`src/rtl/gru_seq_ctrl.sv`:
```
// gru_seq_ctrl
// Sequence controller wrapped around a combinational GRU cell. It holds the
// recurrent hidden state and accepts one input sample per time step through a
// valid/ready handshake. It presents X and h to the cell and holds them for
// CELL_LAT cycles, then captures h_out back into the hidden state. Every
// captured step is streamed on h_step. The last step of a sequence is also
// latched into h_final. Data words are opaque here, so FRACT_WIDTH only
// documents the fixed-point format.

module gru_seq_ctrl #(
    parameter int DATA_WIDTH  = 8,
    parameter int FRACT_WIDTH = 5,
    parameter int SEQ_LEN     = 16,
    parameter int CNT_W       = 8,
    parameter int CELL_LAT    = 1
) (
    input  logic                  clk,
    input  logic                  rst,
    input  logic                  start,
    input  logic                  abort,
    input  logic [DATA_WIDTH-1:0] h_init,
    input  logic [DATA_WIDTH-1:0] x_data,
    input  logic                  x_valid,
    output logic                  x_ready,
    output logic [DATA_WIDTH-1:0] cell_x,
    output logic [DATA_WIDTH-1:0] cell_h,
    input  logic [DATA_WIDTH-1:0] cell_h_out,
    output logic [DATA_WIDTH-1:0] h_step,
    output logic                  h_step_valid,
    output logic [CNT_W-1:0]      step_idx,
    output logic [DATA_WIDTH-1:0] h_final,
    output logic                  done,
    output logic                  busy
);

    // The settle counter only has to reach CELL_LAT-1.
    localparam int SW = (CELL_LAT > 1) ? $clog2(CELL_LAT) : 1;
    localparam logic [SW-1:0]    SETTLE_LAST = SW'(CELL_LAT - 1);
    localparam logic [CNT_W-1:0] LAST_STEP   = CNT_W'(SEQ_LEN - 1);

    // The settle count must be at least one cycle, and the step counter must
    // never need to wrap. The fixed-point split must leave at least one
    // integer bit.
    localparam bit PARAMS_OK = (CELL_LAT >= 1) && (SEQ_LEN >= 1) &&
                               (SEQ_LEN <= (2 ** CNT_W) - 1) &&
                               (FRACT_WIDTH < DATA_WIDTH);

    // An illegal parameter set elaborates this empty marker scope. A checker
    // module can bind to that scope to flag the configuration.
    if (!PARAMS_OK) begin : g_illegal_params
    end

    typedef enum logic [1:0] {
        IDLE   = 2'd0,
        WAIT_X = 2'd1,
        SETTLE = 2'd2,
        DONE   = 2'd3
    } state_t;

    state_t                state;
    logic [DATA_WIDTH-1:0] h_reg;
    logic [DATA_WIDTH-1:0] x_reg;
    logic [CNT_W-1:0]      step;
    logic [SW-1:0]         settle;

    // The cell inputs come straight from the held registers, so they stay
    // stable for the whole settle window.
    assign cell_x  = x_reg;
    assign cell_h  = h_reg;
    assign x_ready = (state == WAIT_X);

    // Sequencer FSM: handshake, settle, capture and end-of-sequence
    // reporting, with all outputs registered.
    always_ff @(posedge clk) begin
        if (rst) begin
            state        <= IDLE;
            h_reg        <= '0;
            x_reg        <= '0;
            step         <= '0;
            settle       <= '0;
            h_step       <= '0;
            h_step_valid <= 1'b0;
            step_idx     <= '0;
            h_final      <= '0;
            done         <= 1'b0;
            busy         <= 1'b0;
        end else begin
            // Both status outputs are single-cycle pulses.
            h_step_valid <= 1'b0;
            done         <= 1'b0;
            if (abort) begin
                // Abort drops all progress. h_final keeps the last full
                // result. Aborting while already idle changes nothing.
                if (state != IDLE) begin
                    state <= IDLE;
                    step  <= '0;
                    busy  <= 1'b0;
                end
            end else begin
                case (state)
                    IDLE: begin
                        if (start) begin
                            h_reg <= h_init;
                            step  <= '0;
                            busy  <= 1'b1;
                            state <= WAIT_X;
                        end
                    end
                    WAIT_X: begin
                        if (x_valid) begin
                            x_reg  <= x_data;
                            settle <= '0;
                            state  <= SETTLE;
                        end
                    end
                    SETTLE: begin
                        settle <= settle + SW'(1);
                        if (settle == SETTLE_LAST) begin
                            h_reg        <= cell_h_out;
                            h_step       <= cell_h_out;
                            step_idx     <= step;
                            h_step_valid <= 1'b1;
                            if (step == LAST_STEP) begin
                                h_final <= cell_h_out;
                                state   <= DONE;
                            end else begin
                                step  <= step + CNT_W'(1);
                                state <= WAIT_X;
                            end
                        end
                    end
                    DONE: begin
                        // done follows the final h_step_valid by one cycle.
                        // busy falls at the same moment.
                        done  <= 1'b1;
                        busy  <= 1'b0;
                        state <= IDLE;
                    end
                    default: begin
                        busy  <= 1'b0;
                        state <= IDLE;
                    end
                endcase
            end
        end
    end

endmodule

```
`config.mk`:
```
export PLATFORM = sky130hd
export DESIGN_NAME = gru_seq_ctrl
export DESIGN_NICKNAME = d
export VERILOG_FILES = /design/src/rtl/gru_seq_ctrl.sv
export SDC_FILE = /design/constraint.sdc
export NUM_CORES = 1
export LEC_CHECK = 0
export BUFFER_PORTS_ARGS = -buffer_cell sky130_fd_sc_hd__buf_4
export CAP_MARGIN = 5
export CORE_MARGIN = 2
export CORE_UTILIZATION = 50
export DETAILED_ROUTE_END_ITERATION = 7
export PLACE_DENSITY = 0.78
export SYNTH_ARGS = -nofsm -noshare
export SYNTH_HDL_FRONTEND = slang
export SYNTH_SLANG_ARGS = --single-unit
```
`constraint.sdc`:
```
create_clock -name clk -period 1.95 [get_ports clk]
set_input_delay 0.39 -clock clk [delete_from_list [all_inputs] [get_ports clk]]
set_output_delay 0.39 -clock clk [all_outputs]
set_load 0.01 [all_outputs]
```
-- Word level (Yosys, flattened, before mapping)
Cells that the tools add are included.
- register bits: 54
- bits of input ports: 29
- output and inout port bits: 44
- logic and storage cells: 68
- add/sub/neg operators: 2
- equal/unequal tests: 12
- reduce and logical (&&, ||, !) cells: 16
- bitwise gates (word level): 3
- muxes and demuxes: 24
- operators with widths (operator ; count):
    2-to-1 mux 8 bit ; 7
    one-hot mux 8 bit (2 select lines) ; 2
    2-to-1 mux 2 bit ; 6
    inequality test 3 bit, second input constant ; 4
    AND reduction 3 bit ; 4
    AND reduction 4 bit ; 3
    adder 8 x 1 -> 8 bit, second input constant ; 1
    == test 8 x 4 -> 1 bit, second input constant ; 1
    one-hot mux 2 bit (4 select lines) ; 1
    2-to-1 mux 1 bit ; 6
    inequality test 2 bit, second input constant ; 3
    nonzero test 2 bit ; 3
    nonzero test 3 bit ; 2
    AND reduction 5 bit ; 1
    == test 2 bit, second input constant ; 2
    one-hot mux 1 bit (2 select lines) ; 2
    NOT 1 bit ; 3
    OR reduction 3 bit ; 1
    == test 2 x 1 -> 1 bit, second input constant ; 1
    logical NOT 2 bit ; 1
    inequality test 2 x 1 -> 1 bit, second input constant ; 1
    OR reduction 2 bit ; 1
    adder 1 bit, second input constant ; 1

-- Logic depth before layout (Yosys ltp)
Gate-level depths: netlist of the first run.
- depth in word-level cells: 5
- gate-level depth with buffers: 6

-- Least setup slack after synthesis of the first run
Ideal clock, no wire load.
- path kind: input to register
- from: input abort
- to: register step[6]
- path buffers: 1
- cell stages on the path: 5
- data arrival time: 1.568 ns
- required time: 1.822 ns
- path slack: 0.254 ns
- setup time: 0.128 ns
- cell sequence: clkbuf_1 or4b_2 nand2_1 a211o_1 a31oi_1
- word-level cells in the longest chain between the ends: 2
- RTL lines (item ; line ; source):
    start: declaration ; 20 ; input logic abort,
    inequality test 3 bit (no source line), or another cell as far along ; n/a ;
    AND reduction 5 bit (no source line) ; n/a ;
    end signal: assignment ; 127 ; step <= step + CNT_W'(1);
    end: declaration ; 63 ; logic [CNT_W-1:0] step;
Several ways; a longest one is shown, not always the timed one.
A chain may end at the register's enable or synchronous reset.

-- Worst setup path in the final report of the first run
- from: register step[0]
- to: register step[3]
- word-level cells in the longest chain between the ends: 5
- RTL lines (item ; line ; source):
    adder 8 x 1 -> 8 bit ; 127 ;
    2-to-1 mux 8 bit ; 123 ; if (step == LAST_STEP) begin
    2-to-1 mux 8 bit ; 118 ; if (settle == SETTLE_LAST) begin
    one-hot mux 8 bit (2 select lines) ; 100 ; case (state)
    2-to-1 mux 8 bit ; 91 ; if (abort) begin
Several ways; a longest one is shown, not always the timed one. The select of a mux whose other input is x is not followed.

==> reports/results.txt, run 1 <==
Total CTS buffers - 5
Total congestion overflow - 0
Static leakage - 1.29 nW
Minimum clock period - 1.81 ns
Ys flop type - dfxtp_1
Hold buffer count at cts - 0
Setup_tns - 0 ns
Area share of the largest cell type after synthesis - 48.5%
Post-DP HPWL - 3.55 mm
Boundary pin count - 73
Worst R2R Start - step[0]
Hold Path Class - in2reg
Post-synthesis cell count - 257
CTS tree - built
Row count - 24
CTS Root Cell - clkbuf_8
Wire per inst - 13.5 um
PwrDens - 705 mW/mm2
Core area - 0.00432 mm2
Final slew viol count - 0
Initial antenna violation count - 0
Area contributors post-synth - dfxtp_1, nand2_1, mux2i_1
Die H - 70.8 um
Final Skew - 0.00880 ns
Most frequent cells in the layout - buf_4, nand2_1, dfxtp_1
CP Capture Type - flop
Max frequency - 0.551 GHz
Status - finished clean
Cell Area, Synth - 0.00223 mm2
N_diodes - 0
WHS Path Cells - 2
Cells on worst reg2reg path - 5
Hold Vio Cnt, Final - 0
Setup-failing EPs final - 0
IO Port Bufs - 72
Die W - 70.8 um
Clock power share - 36.3%
FF+latch area - 0.00108 mm2
Sequential share of power - 55.1%
Slew Limit Headroom - 51.8%
H-tree Lvls - 2
Crit path largest cell delay - 0.43 ns
Critical path's top delay family - compound AO/OA/AOI/OAI gates
CTS Sinks - 54
Critical path fanouts, max - 8
Die ar. - 0.00501 mm2
Post-synthesis xor/xnor area fraction - 0%
Vias - 2,000
Syn Area/Cell - 8.67 um2
Post-layout net count - 356
Net Switching - 0.000434 W
Combinational power share - 8.6%
Number of synthesized flops with an enable pin - 0
Worst Max-Slew Pin Slew - 0.718 ns
Syn nets - 287
VDD IR max - 0.466 mV
GPL Wtd Cong - 0.774
Max_cap viols - 0
Worst path bufs/invs - 0
Complex-gate fraction of the synthesized area - 16.5%
Drt drc - 0
Fillers - 371
Nature of the critical path startpoint - flop
Clock Latency Late Sink - 0.30 ns
Footprint of the multi-input gates - 0.00103 mm2
Worst path arrival time - 2.04 ns
Final ANT Viol Nets - 0
Class of the most critical setup path - reg2reg
Total track usage - 20.9%
Total Power Consumption - 0.00206 W
Simple-gate share of the synthesized area - 21.7%
FF+latch count, synth - 54
Clk buf depth - 2
Yosys warns - 0
Min-delay src - rst
Setup bufs post-CTS - 0
Async SR Flop Fraction - 0%
First-pass GRT wire length - 8.51 mm
Setup slack, reg-to-reg - 0.14 ns
DRT iter0 DRCs - 153
Post-synth top area cell - dfxtp_1
RSZ-0062 raised after global routing - no
Internal power - 0.00162 W
Most common cell after layout, fill and taps aside - buf_4
CTS clock-pin slew for the worst setup and hold paths - 0.08 ns
Vias in the first global route - 1,842
R2r endpoint - step[3]
Critical Path RT - 2.17 ns
Starting Density - 51.5%
Library cells used by synthesis - 36
End of the worst hold path - state[0]
Area share of fa/ha/maj cells after synthesis - 0.561%
Final period util - 93.0%
Final wirelength - 5.12 mm
Sw Ratio - 21.1%
Largest net degree at the start of global routing - 46
Post-cts sizing count - 0
1st-pass router iterations - 4
Layout area overhead - 31.0%
Fraction of layout cells with a size suffix above 1 - 29.8%
Chain of cells forming the critical path - ha_1, and3_1, a21oi_1, a211o_1, a31oi_1
Sequential area share after synthesis - 48.5%
Main combinational cell family by area after synthesis - simple AND/OR/NAND/NOR gates
Mux contribution to synthesized area - 7.64%
Slowest stage cell on the critical path - a211o_1
Vias/cell - 5.29
[cells by family (layout without fill, tap and decap cells)]
| kind of cell | Yosys count | in the layout |
|---|---|---|
| compound gates | 59 | 59 |
| buf+inv | 23 | 92 |
| fa+ha+maj | 1 | 1 |
| mux | 17 | 17 |
| flops | 54 | 54 |
| simple gates | 103 | 103 |
[layer usage]
metal	vias to the layer above	part of all wire, %	global-route usage [%]
li1	1013	-	-
met1	915	43	27.4
met2	66	48	34.2
met3	6	7.8	6.13
met4	0	1.0	5.24
met5	-	0	0
[layout make-up]
cell class	count	share of cell area, %
timing repair buffer	82	21.1
clock buffer	6	2.83
inverter	3	0.386
sequential	54	37.0
clock inverter	1	1.03
multi-input combinational	180	35.4
tap	52	2.23
[how the worst max path moves through the flow]
stage	start	endpoint	slack, ns	cells after the start
after floorplan	abort	step[6]	0.25	5
after global placement	abort	step[4]	0.20	5
after detailed placement	abort	step[3]	0.17	5
after CTS	step[0]	step[3]	0.15	5
after global routing	state[0]	step[7]	0.002	4
final	step[0]	step[3]	0.14	5
[per-stage QoR]
step / hold slack [ns] / area (um2) / cells / util [%] / setup WS, ns
2_1_floorplan: 0.456 / 2230 / 257 / - / 0.254
3_3_place_gp: 0.443 / 2810 / 371 / 64.9 / 0.199
3_5_place_dp: 0.448 / 2810 / 371 / 64.9 / 0.166
4_1_cts: 0.305 / 2920 / 378 / 67.5 / 0.150
5_1_grt: 0.311 / 2920 / 378 / 67.5 / 0.00185
6_report: 0.319 / 2920 / 378 / 67.5 / 0.137
[synthesized netlist by cell type (2+ instances only)]
master / count
a211oi_1: 8
a21oi_1: 30
a31oi_1: 6
a41oi_1: 3
and3_1: 3
buf_1: 2
buf_2: 2
buf_6: 3
clkbuf_1: 11
clkbuf_2: 2
dfxtp_1: 54
inv_1: 3
mux2i_1: 17
nand2_1: 58
nand2b_1: 6
nand3_1: 3
nor2_1: 19
nor2b_1: 2
nor3_1: 4
o21ai_0: 4
o21ai_1: 2
[sequential cells by signal, summed over array words and instances, names as in the netlist]
register	count
h_step	8
settle	1
cell_h	8
state	2
cell_x	8
done	1
step	8
busy	1
h_step_valid	1
step_idx	8
h_final	8
[power by group through the flow]
stage,clock (W),sequential [W],combinational (W)
6_report,0.000746,0.00113,0.000177
3_3_place_gp,0,0.00116,0.000175
4_1_cts,0.000767,0.00113,0.000179
2_1_floorplan,0,0.00116,0.0000754
5_1_grt,0.000798,0.00114,0.000196
3_5_place_dp,0,0.00116,0.000179
No activity file was read; power rests on OpenSTA's default activity.
==> run 2, diff against run 1 <==
Settings changed: RECOVER_POWER set to 100.
==> reports/results.txt, run 2 (same netlist as run 1, synthesis figures left out) <==
Final Skew - 0.00785 ns
Vias in the first global route - 1,842
Total Power Consumption - 0.00204 W
CTS Root Cell - clkbuf_8
CTS tree - built
Final slew viol count - 0
N_diodes - 0
Initial antenna violation count - 0
Final period util - 92.4%
Wire per inst - 13.5 um
Hold_ws - 0.315 ns
Static leakage - 1.10 nW
Row count - 24
Critical Path RT - 2.17 ns
CTS clock-pin slew for the worst setup and hold paths - 0.08 ns
Final wirelength - 5.11 mm
Status - finished clean
Class of the most critical setup path - reg2reg
Die ar. - 0.00501 mm2
Max frequency - 0.555 GHz
IO Port Bufs - 72
1st-pass router iterations - 4
Setup bufs post-CTS - 0
Most frequent cells in the layout - nand2_1, dfxtp_1, clkbuf_1
Clk buf depth - 2
Vias/cell - 5.29
Die H - 70.8 um
Critical path's top delay family - compound AO/OA/AOI/OAI gates
Hold Vio Cnt, Final - 0
Slowest stage cell on the critical path - a211o_1
Cells after DPL - 371
Starting Density - 51.5%
Core Util, Final - 63.4%
Vias - 1,998
Post-layout net count - 356
Fraction of layout cells with a size suffix above 1 - 15.6%
DRT iter0 DRCs - 144
Slew Limit Headroom - 51.2%
Die W - 70.8 um
Worst Max-Slew Pin Slew - 0.726 ns
Drt drc - 0
Setup-failing EPs final - 0
RSZ-0062 raised after global routing - no
Post-DP HPWL - 3.55 mm
CP Capture Type - flop
Setup_tns - 0 ns
Core area - 0.00432 mm2
Hold buffer count at cts - 0
Crit path largest cell delay - 0.42 ns
Critical path fanouts, max - 8
Clock Latency Late Sink - 0.30 ns
Total CTS buffers - 5
Total congestion overflow - 0
Max_cap viols - 0
GPL Wtd Cong - 0.774
Nature of the critical path startpoint - flop
H-tree Lvls - 2
Boundary pin count - 73
Final ANT Viol Nets - 0
Layout area overhead - 23.0%
Largest net degree at the start of global routing - 46
Total track usage - 20.9%
PwrDens - 745 mW/mm2
Worst path arrival time - 2.03 ns
Most common cell after layout, fill and taps aside - nand2_1
Worst path bufs/invs - 0
Minimum clock period - 1.80 ns
Hold Path Class - in2reg
First-pass GRT wire length - 8.51 mm
CTS Sinks - 54
Post-cts sizing count - 0
Final Non-Filler Cells - 378
VDD IR max - 0.491 mV
Chain of cells forming the critical path - ha_1, and3_1, a21oi_1, a211o_1, a31oi_1
run 2: cell types whose count changed in the layout (fill, tap and decap cells not counted), sizes merged:
cell    before  now
buf         82   35
clkbuf       6   53
run 2: area by class of cell:
cell class                      instances  area, um2
Timing Repair Buffer                   82        442
Clock buffer                            6       82.6
Inverter                                3       11.3
Tap cell                               52       65.1
Clock inverter                          1       30.0
Sequential cell                        54       1080
Multi-Input combinational cell        180       1030
Fill cell                             426       1580
run 2: per-layer routing:
layer / vias up / GRT usage, % / share of wire [%]
li1: 1012 / - / -
met1: 926 / 27.4 / 45
met2: 56 / 34.2 / 48
met3: 4 / 6.13 / 6.5
met4: 0 / 5.24 / 0.74
met5: - / 0 / 0
run 2: path summary, 6_finish.rpt:
path | depth (start not counted) | endpoint | startpoint | slack (ns)
worst max-delay path | 5 | step[3] | step[0] | 0.15
worst min-delay path | 2 | state[0] | rst | 0.32
worst max register to register | 5 | step[3] | step[0] | 0.15
worst min register to register | 2 | cell_x[1] | cell_x[1] | 0.46
run 2: through the flow:
stage                     setup WS, ns  instance area [um2]
after global placement           0.199                 2810
after global routing           0.00693                 2740
after floorplan                  0.254                 2230
after CTS                        0.150                 2920
final                            0.148                 2740
after detailed placement         0.166                 2810
run 2: report_power, final:
part           total, W  switching [W]  internal, W
logic          0.000161      0.0000849    0.0000763
clock network  0.000747       0.000336     0.000411
registers       0.00113      0.0000126      0.00112
